[src/rtl/syn_fifo_ctrl.sv]
// Single-clock FIFO controller with arbitrary depth, optional first-word-fall-through
// read timing, occupancy count, almost-full/empty thresholds, flush and sticky error flags.
module syn_fifo_ctrl #(
    parameter int DEPTH      = 16,
    parameter int DATA_WIDTH = 8,
    parameter int FWFT       = 0,
    parameter int AFULL_TH   = DEPTH - 2,
    parameter int AEMPTY_TH  = 2,
    parameter int CNT_WIDTH  = $clog2(DEPTH + 1)
) (
    input  logic                  clk,
    input  logic                  rst_n,
    input  logic                  flush,
    input  logic                  w_en,
    input  logic [DATA_WIDTH-1:0] wdata,
    input  logic                  r_en,
    output logic [DATA_WIDTH-1:0] rdata,
    output logic                  rvalid,
    output logic                  full,
    output logic                  empty,
    output logic                  afull,
    output logic                  aempty,
    output logic [CNT_WIDTH-1:0]  count,
    output logic                  overflow,
    output logic                  underflow
);

    localparam int PTR_WIDTH = (DEPTH > 2) ? $clog2(DEPTH) : 1;

    logic [DATA_WIDTH-1:0] mem_q [DEPTH];

    logic [PTR_WIDTH-1:0]  wptr_q, wptr_d;
    logic [PTR_WIDTH-1:0]  rptr_q, rptr_d;
    logic [CNT_WIDTH-1:0]  count_q, count_d;
    logic [DATA_WIDTH-1:0] rdata_q, rdata_d;
    logic                  rvalid_q, rvalid_d;
    logic                  full_q, full_d;
    logic                  empty_q, empty_d;
    logic                  afull_q, afull_d;
    logic                  aempty_q, aempty_d;
    logic                  overflow_q, overflow_d;
    logic                  underflow_q, underflow_d;
    logic                  wr_acc_s;
    logic                  rd_acc_s;

    // Pointer increment with wrap at DEPTH-1, so index DEPTH never appears.
    function automatic logic [PTR_WIDTH-1:0] next_ptr(input logic [PTR_WIDTH-1:0] ptr);
        if (ptr == PTR_WIDTH'(DEPTH - 1)) begin
            return PTR_WIDTH'(0);
        end else begin
            return ptr + PTR_WIDTH'(1);
        end
    endfunction

    // Status flags as a function of an occupancy value: {full, empty, afull, aempty}.
    function automatic logic [3:0] flags_of(input logic [CNT_WIDTH-1:0] c);
        logic [3:0] f;
        f[3] = (c == CNT_WIDTH'(DEPTH));
        f[2] = (c == CNT_WIDTH'(0));
        f[1] = (c >= CNT_WIDTH'(AFULL_TH));
        f[0] = (c <= CNT_WIDTH'(AEMPTY_TH));
        return f;
    endfunction

    // Next-state computation for pointers, count, read port and sticky flags.
    always_comb begin
        wptr_d      = wptr_q;
        rptr_d      = rptr_q;
        count_d     = count_q;
        rdata_d     = rdata_q;
        rvalid_d    = rvalid_q;
        overflow_d  = overflow_q;
        underflow_d = underflow_q;
        wr_acc_s    = 1'b0;
        rd_acc_s    = 1'b0;

        if (flush) begin
            wptr_d      = PTR_WIDTH'(0);
            rptr_d      = PTR_WIDTH'(0);
            count_d     = CNT_WIDTH'(0);
            rvalid_d    = 1'b0;
            overflow_d  = 1'b0;
            underflow_d = 1'b0;
        end else begin
            wr_acc_s    = w_en & ~full_q;
            rd_acc_s    = r_en & ~empty_q;
            overflow_d  = overflow_q | (w_en & full_q);
            underflow_d = underflow_q | (r_en & empty_q);

            if (wr_acc_s) begin
                wptr_d = next_ptr(wptr_q);
            end else begin
                wptr_d = wptr_q;
            end

            if (rd_acc_s) begin
                rptr_d = next_ptr(rptr_q);
            end else begin
                rptr_d = rptr_q;
            end

            case ({wr_acc_s, rd_acc_s})
                2'b10:   count_d = count_q + CNT_WIDTH'(1);
                2'b01:   count_d = count_q - CNT_WIDTH'(1);
                default: count_d = count_q;
            endcase

            if (FWFT != 0) begin
                // Present the head of the next state; forward wdata when the head slot is being written now.
                rvalid_d = (count_d != CNT_WIDTH'(0));
                if (count_d == CNT_WIDTH'(0)) begin
                    rdata_d = rdata_q;
                end else if (wr_acc_s && (wptr_q == rptr_d)) begin
                    rdata_d = wdata;
                end else begin
                    rdata_d = mem_q[rptr_d];
                end
            end else begin
                rvalid_d = rd_acc_s;
                if (rd_acc_s) begin
                    rdata_d = mem_q[rptr_q];
                end else begin
                    rdata_d = rdata_q;
                end
            end
        end

        {full_d, empty_d, afull_d, aempty_d} = flags_of(count_d);
    end

    // State registers with synchronous active-low reset.
    always_ff @(posedge clk) begin
        if (!rst_n) begin
            wptr_q      <= PTR_WIDTH'(0);
            rptr_q      <= PTR_WIDTH'(0);
            count_q     <= CNT_WIDTH'(0);
            rdata_q     <= DATA_WIDTH'(0);
            rvalid_q    <= 1'b0;
            overflow_q  <= 1'b0;
            underflow_q <= 1'b0;
            {full_q, empty_q, afull_q, aempty_q} <= flags_of(CNT_WIDTH'(0));
        end else begin
            wptr_q      <= wptr_d;
            rptr_q      <= rptr_d;
            count_q     <= count_d;
            rdata_q     <= rdata_d;
            rvalid_q    <= rvalid_d;
            overflow_q  <= overflow_d;
            underflow_q <= underflow_d;
            full_q      <= full_d;
            empty_q     <= empty_d;
            afull_q     <= afull_d;
            aempty_q    <= aempty_d;
        end
    end

    // Storage array; contents are intentionally not reset.
    always_ff @(posedge clk) begin
        if (rst_n && wr_acc_s) begin
            mem_q[wptr_q] <= wdata;
        end
    end

    assign rdata     = rdata_q;
    assign rvalid    = rvalid_q;
    assign full      = full_q;
    assign empty     = empty_q;
    assign afull     = afull_q;
    assign aempty    = aempty_q;
    assign count     = count_q;
    assign overflow  = overflow_q;
    assign underflow = underflow_q;

endmodule

[config.mk]
export PLATFORM = sky130hd
export DESIGN_NAME = syn_fifo_ctrl
export DESIGN_NICKNAME = d
export VERILOG_FILES = /design/src/rtl/syn_fifo_ctrl.sv
export SDC_FILE = /design/constraint.sdc
export NUM_CORES = 1
export LEC_CHECK = 0
export CAP_MARGIN = 20
export CORE_UTILIZATION = 58
export DETAILED_ROUTE_END_ITERATION = 7
export GPL_ROUTABILITY_DRIVEN = 0
export PLACE_DENSITY_LB_ADDON = 0.08
export SETUP_SLACK_MARGIN = 0.3
export SYNTH_ARGS = -nofsm -noshare
export SYNTH_HDL_FRONTEND = slang
export SYNTH_SLANG_ARGS = --single-unit
[constraint.sdc]
create_clock -name clk -period 6 [get_ports clk]
set_clock_uncertainty 0.05 [all_clocks]
set_input_delay 0.6 -clock clk [delete_from_list [all_inputs] [get_ports clk]]
set_output_delay 0.6 -clock clk [all_outputs]
set_load 0.02 [all_outputs]
==> results.md <==
- The maximum fanout encountered on the critical timing path is 9.
- Across the VDD grid, the largest voltage drop is 291 uV.
- The fraction of power spent switching nets is 0.196.
- After detailed routing, the number of remaining DRC violations is 0.
- The clock period could shrink to 3.08 ns.
- The transition time at the pin with the least slew margin is 0.924 ns.
- The chip width is 106 um.
- Final hold analysis gives a worst-case slack of 0.414 ns.
- The internal power of the cells totals 1.83 mW.
- In this run the cell area measured after placement is 0.00661 mm^2.
- The worst setup path is captured at a flop.
- The total grt overflow is 0.
- The area added between synthesis and finish is 15.3%.
- The share of total power dissipated in sequential elements is 0.518.
- The initial utilization of the core area, before any placement, comes to 0.601.
- The portion of the clock cycle consumed by the worst path in the final layout is 0.514.
- The latest clock arrival within the worst-skew pair is 0.54 ns.
- The number of global-route vias before repair is 3274.
- The maximum achievable frequency is 324 MHz.
- Measured against its own limit, the worst slew margin works out to 0.381.
- After detailed routing, the average wire length per cell comes to 21.5 um.
- Hold repair after CTS inserted 0 buffers.
- When the netlist entered floorplanning its net count stood at 396.
- The core outline area is 0.0104 mm^2.
- The worst hold-check path type is reg2reg.
- Clock tree synthesis inserted a total of 17 buffers.
- The floorplan step set the die height to 106 um.
- The flow ran to the end, and the final reports show no timing, DRC or antenna violations.
- The repair_antennas step left the layout with diodes totalling 0.
- The clock root buffer is clkbuf_8.
- The total via count in the routed design is 3375.
- The power spent charging and discharging nets is 448 uW.
- The prevailing post-synth register cell is edfxtp_1.
- The critical path arrival is 3.50 ns.
- The share of total power dissipated in combinational logic is 0.032.
- In this run the post-CTS setup repair buffer count came out at 0.
- The setup-violating endpoint count in the final report is 0.
- The maximum count of clock buffers along a single path is 2.
- The first global-routing pass estimated 18.6 mm of wire.
- The reported leakage power is 2.28 nW.
- The warning count from the yosys run is 0.
- The total power density per cell area is 318 mW/mm^2.
- The instance count of the mapped netlist is 375.
- The synthesized cell area is 0.00623 mm^2.
- Setup repair after global routing left no endpoint under its margin.
- The max-slew violation total from the final report was 0.
- Of the synthesized area, sequential elements account for 0.707.
- Wires add up to 12.0 mm.
- Data on the critical path is required at its endpoint by 6.42 ns.
- The number of design-rule violations left by the first detailed-router iteration is 307.
- Gates resized during post-CTS repair numbered 0.
- The clock tree from TritonCTS is built.
- The number of enable-type register cells in the synthesized netlist is 128.
- The floorplan has 37 rows.
- The iteration count of the initial detailed-routing pass is 7.
- The global-route usage over all layers is 0.239.
- Setup total negative slack on the finished layout was measured at 0 ns.
- After clock tree synthesis, the clock-pin slew on the worst setup and hold paths is 0.06 ns.
- The die area is 0.0112 mm^2.
- Leaving out fill and tap cells, the most frequent cell in the layout is edfxtp_1.
- The number of distinct library cells after synthesis is 42.
- Once layout is done, the placed cells without fillers occupy 0.00718 mm^2.
- The critical path is of the in2reg type.
- The clock drives 156 sinks.
- Of the total power, the clock network draws 0.450.
- The estimated wirelength of the detail-placed design is 7.51 mm.
- The overall power after layout is 2.28 mW.
- The average size of a mapped cell is 16.6 um^2.
- The number of placed I/O pins is 33.
- The register bit count reported by yosys is 156.
- In this run the remaining antenna-violating nets after routing total 0.
- The largest net degree at the start of global routing is 23.
- The type of origin of the critical path is a primary input.
- The net count of the finished layout is 430.
- The hold violation count in the final report was 0.
- The number of input and output port buffers inserted is 32.
- The number of vias per cell is 6.05.
- For this run, asynchronously set or reset flops after synthesis account for 0.
- In the layout the commonest cells are 128 x edfxtp_1, 39 x nand2_1, 34 x nor2_1.
- The total number of H-tree levels is 4.
- The number of antenna violations at the first check in global routing is 0.
- The max-capacitance violation count is 0.
- Of the cells placed in the final design, the portion with a size suffix greater than 1 is 0.161.
layout make-up:
class                      instances  area, um^2
sequential                       156        4410
fill                             702        3190
multi-input combinational        195        1680
clock buffer                      19         422
timing repair buffer              34         335
tap                              136         170
clock inverter                    13         150
inverter                           5        18.8
metal layers:
metal	routed length (um)	vias up	track usage
met4	175	0	0.0794
met3	876	16	0.0792
met5	0	-	0
met1	5010	1702	0.317
li1	-	1532	-
met2	5920	125	0.375
per-stage QoR:
stage	worst slack, ns	utilization	instances
floorplan	3.10	-	375
global placement	2.45	0.637	526
detailed placement	2.39	0.637	526
CTS	2.94	0.692	558
global route	2.64	0.692	558
finish	2.92	0.692	558
critical path, cell delays in order:
cell and delay [ns]:
clkdlybuf4s50_1 0.47, nor2b_1 0.37, inv_1 0.19, ha_1 0.34, xor2_1 0.19, ha_1 0.23, a21oi_1 0.16, mux2i_1 0.24
xor2_1 0.15, or4_1 0.48, o21ai_1 0.08
worst paths after layout:
kind	start	end	slack (ns)	cells after the start
setup / recovery	w_en	afull$_SDFF_PN0_	2.92	11
hold / removal	rdata[5]$_SDFFE_PN0P_	rdata[5]$_SDFFE_PN0P_	0.41	2
setup reg to reg	full$_SDFF_PN0_	afull$_SDFF_PN0_	3.15	10
hold reg to reg	rdata[5]$_SDFFE_PN0P_	rdata[5]$_SDFFE_PN0P_	0.41	2
sequential cells by signal (all words and copies together), names as in the netlist:
name,count
empty,1
afull,1
rdata,8
rvalid,1
full,1
rptr_q,4
overflow,1
wptr_q,4
count,5
mem_q,128
aempty,1
underflow,1
power groups by stage:
stage,clock network [mW],registers [mW],logic [mW]
detailed placement,0,1.20,0.0731
finish,1.03,1.18,0.0735
floorplan,0,1.21,0.0398
global route,1.08,1.18,0.0797
global placement,0,1.20,0.0706
CTS,1.04,1.18,0.0737
Yosys cell counts (2+ instances only):
cell | count | share of area
mux2i_1 | 2 | 0.0032
edfxtp_1 | 128 | 0.62
inv_1 | 4 | 0.0024
a31oi_1 | 3 | 0.0030
or4_1 | 2 | 0.0024
clkbuf_1 | 5 | 0.0030
ha_1 | 8 | 0.016
xor2_1 | 6 | 0.0084
buf_2 | 4 | 0.0032
buf_6 | 6 | 0.011
a21oi_1 | 12 | 0.0096
nor3b_1 | 2 | 0.0024
or3_1 | 2 | 0.0020
o21ai_0 | 10 | 0.0080
nand2_1 | 39 | 0.024
a41o_2 | 2 | 0.0036
mux4_2 | 32 | 0.12
nor2b_1 | 6 | 0.0060
buf_4 | 2 | 0.0024
nor3_1 | 2 | 0.0016
buf_1 | 2 | 0.0012
dfxtp_1 | 28 | 0.090
nor2_1 | 34 | 0.020
a22oi_1 | 16 | 0.019
logic make-up (layout without fill, tap and decap cells):
logic type | count (synthesis) | count (layout) | share of synthesized area
multiplexers | 34 | 34 | 0.119
XOR/XNOR | 6 | 6 | 0.00844
adder cells (fa/ha/maj) | 8 | 8 | 0.0161
AO/OA/AOI/OAI | 52 | 52 | 0.0565
buffers and inverters | 24 | 71 | 0.0237
AND/OR/NAND/NOR | 95 | 95 | 0.0691
flip-flops | 156 | 156 | 0.707
(Power assumes the default switching activity.)
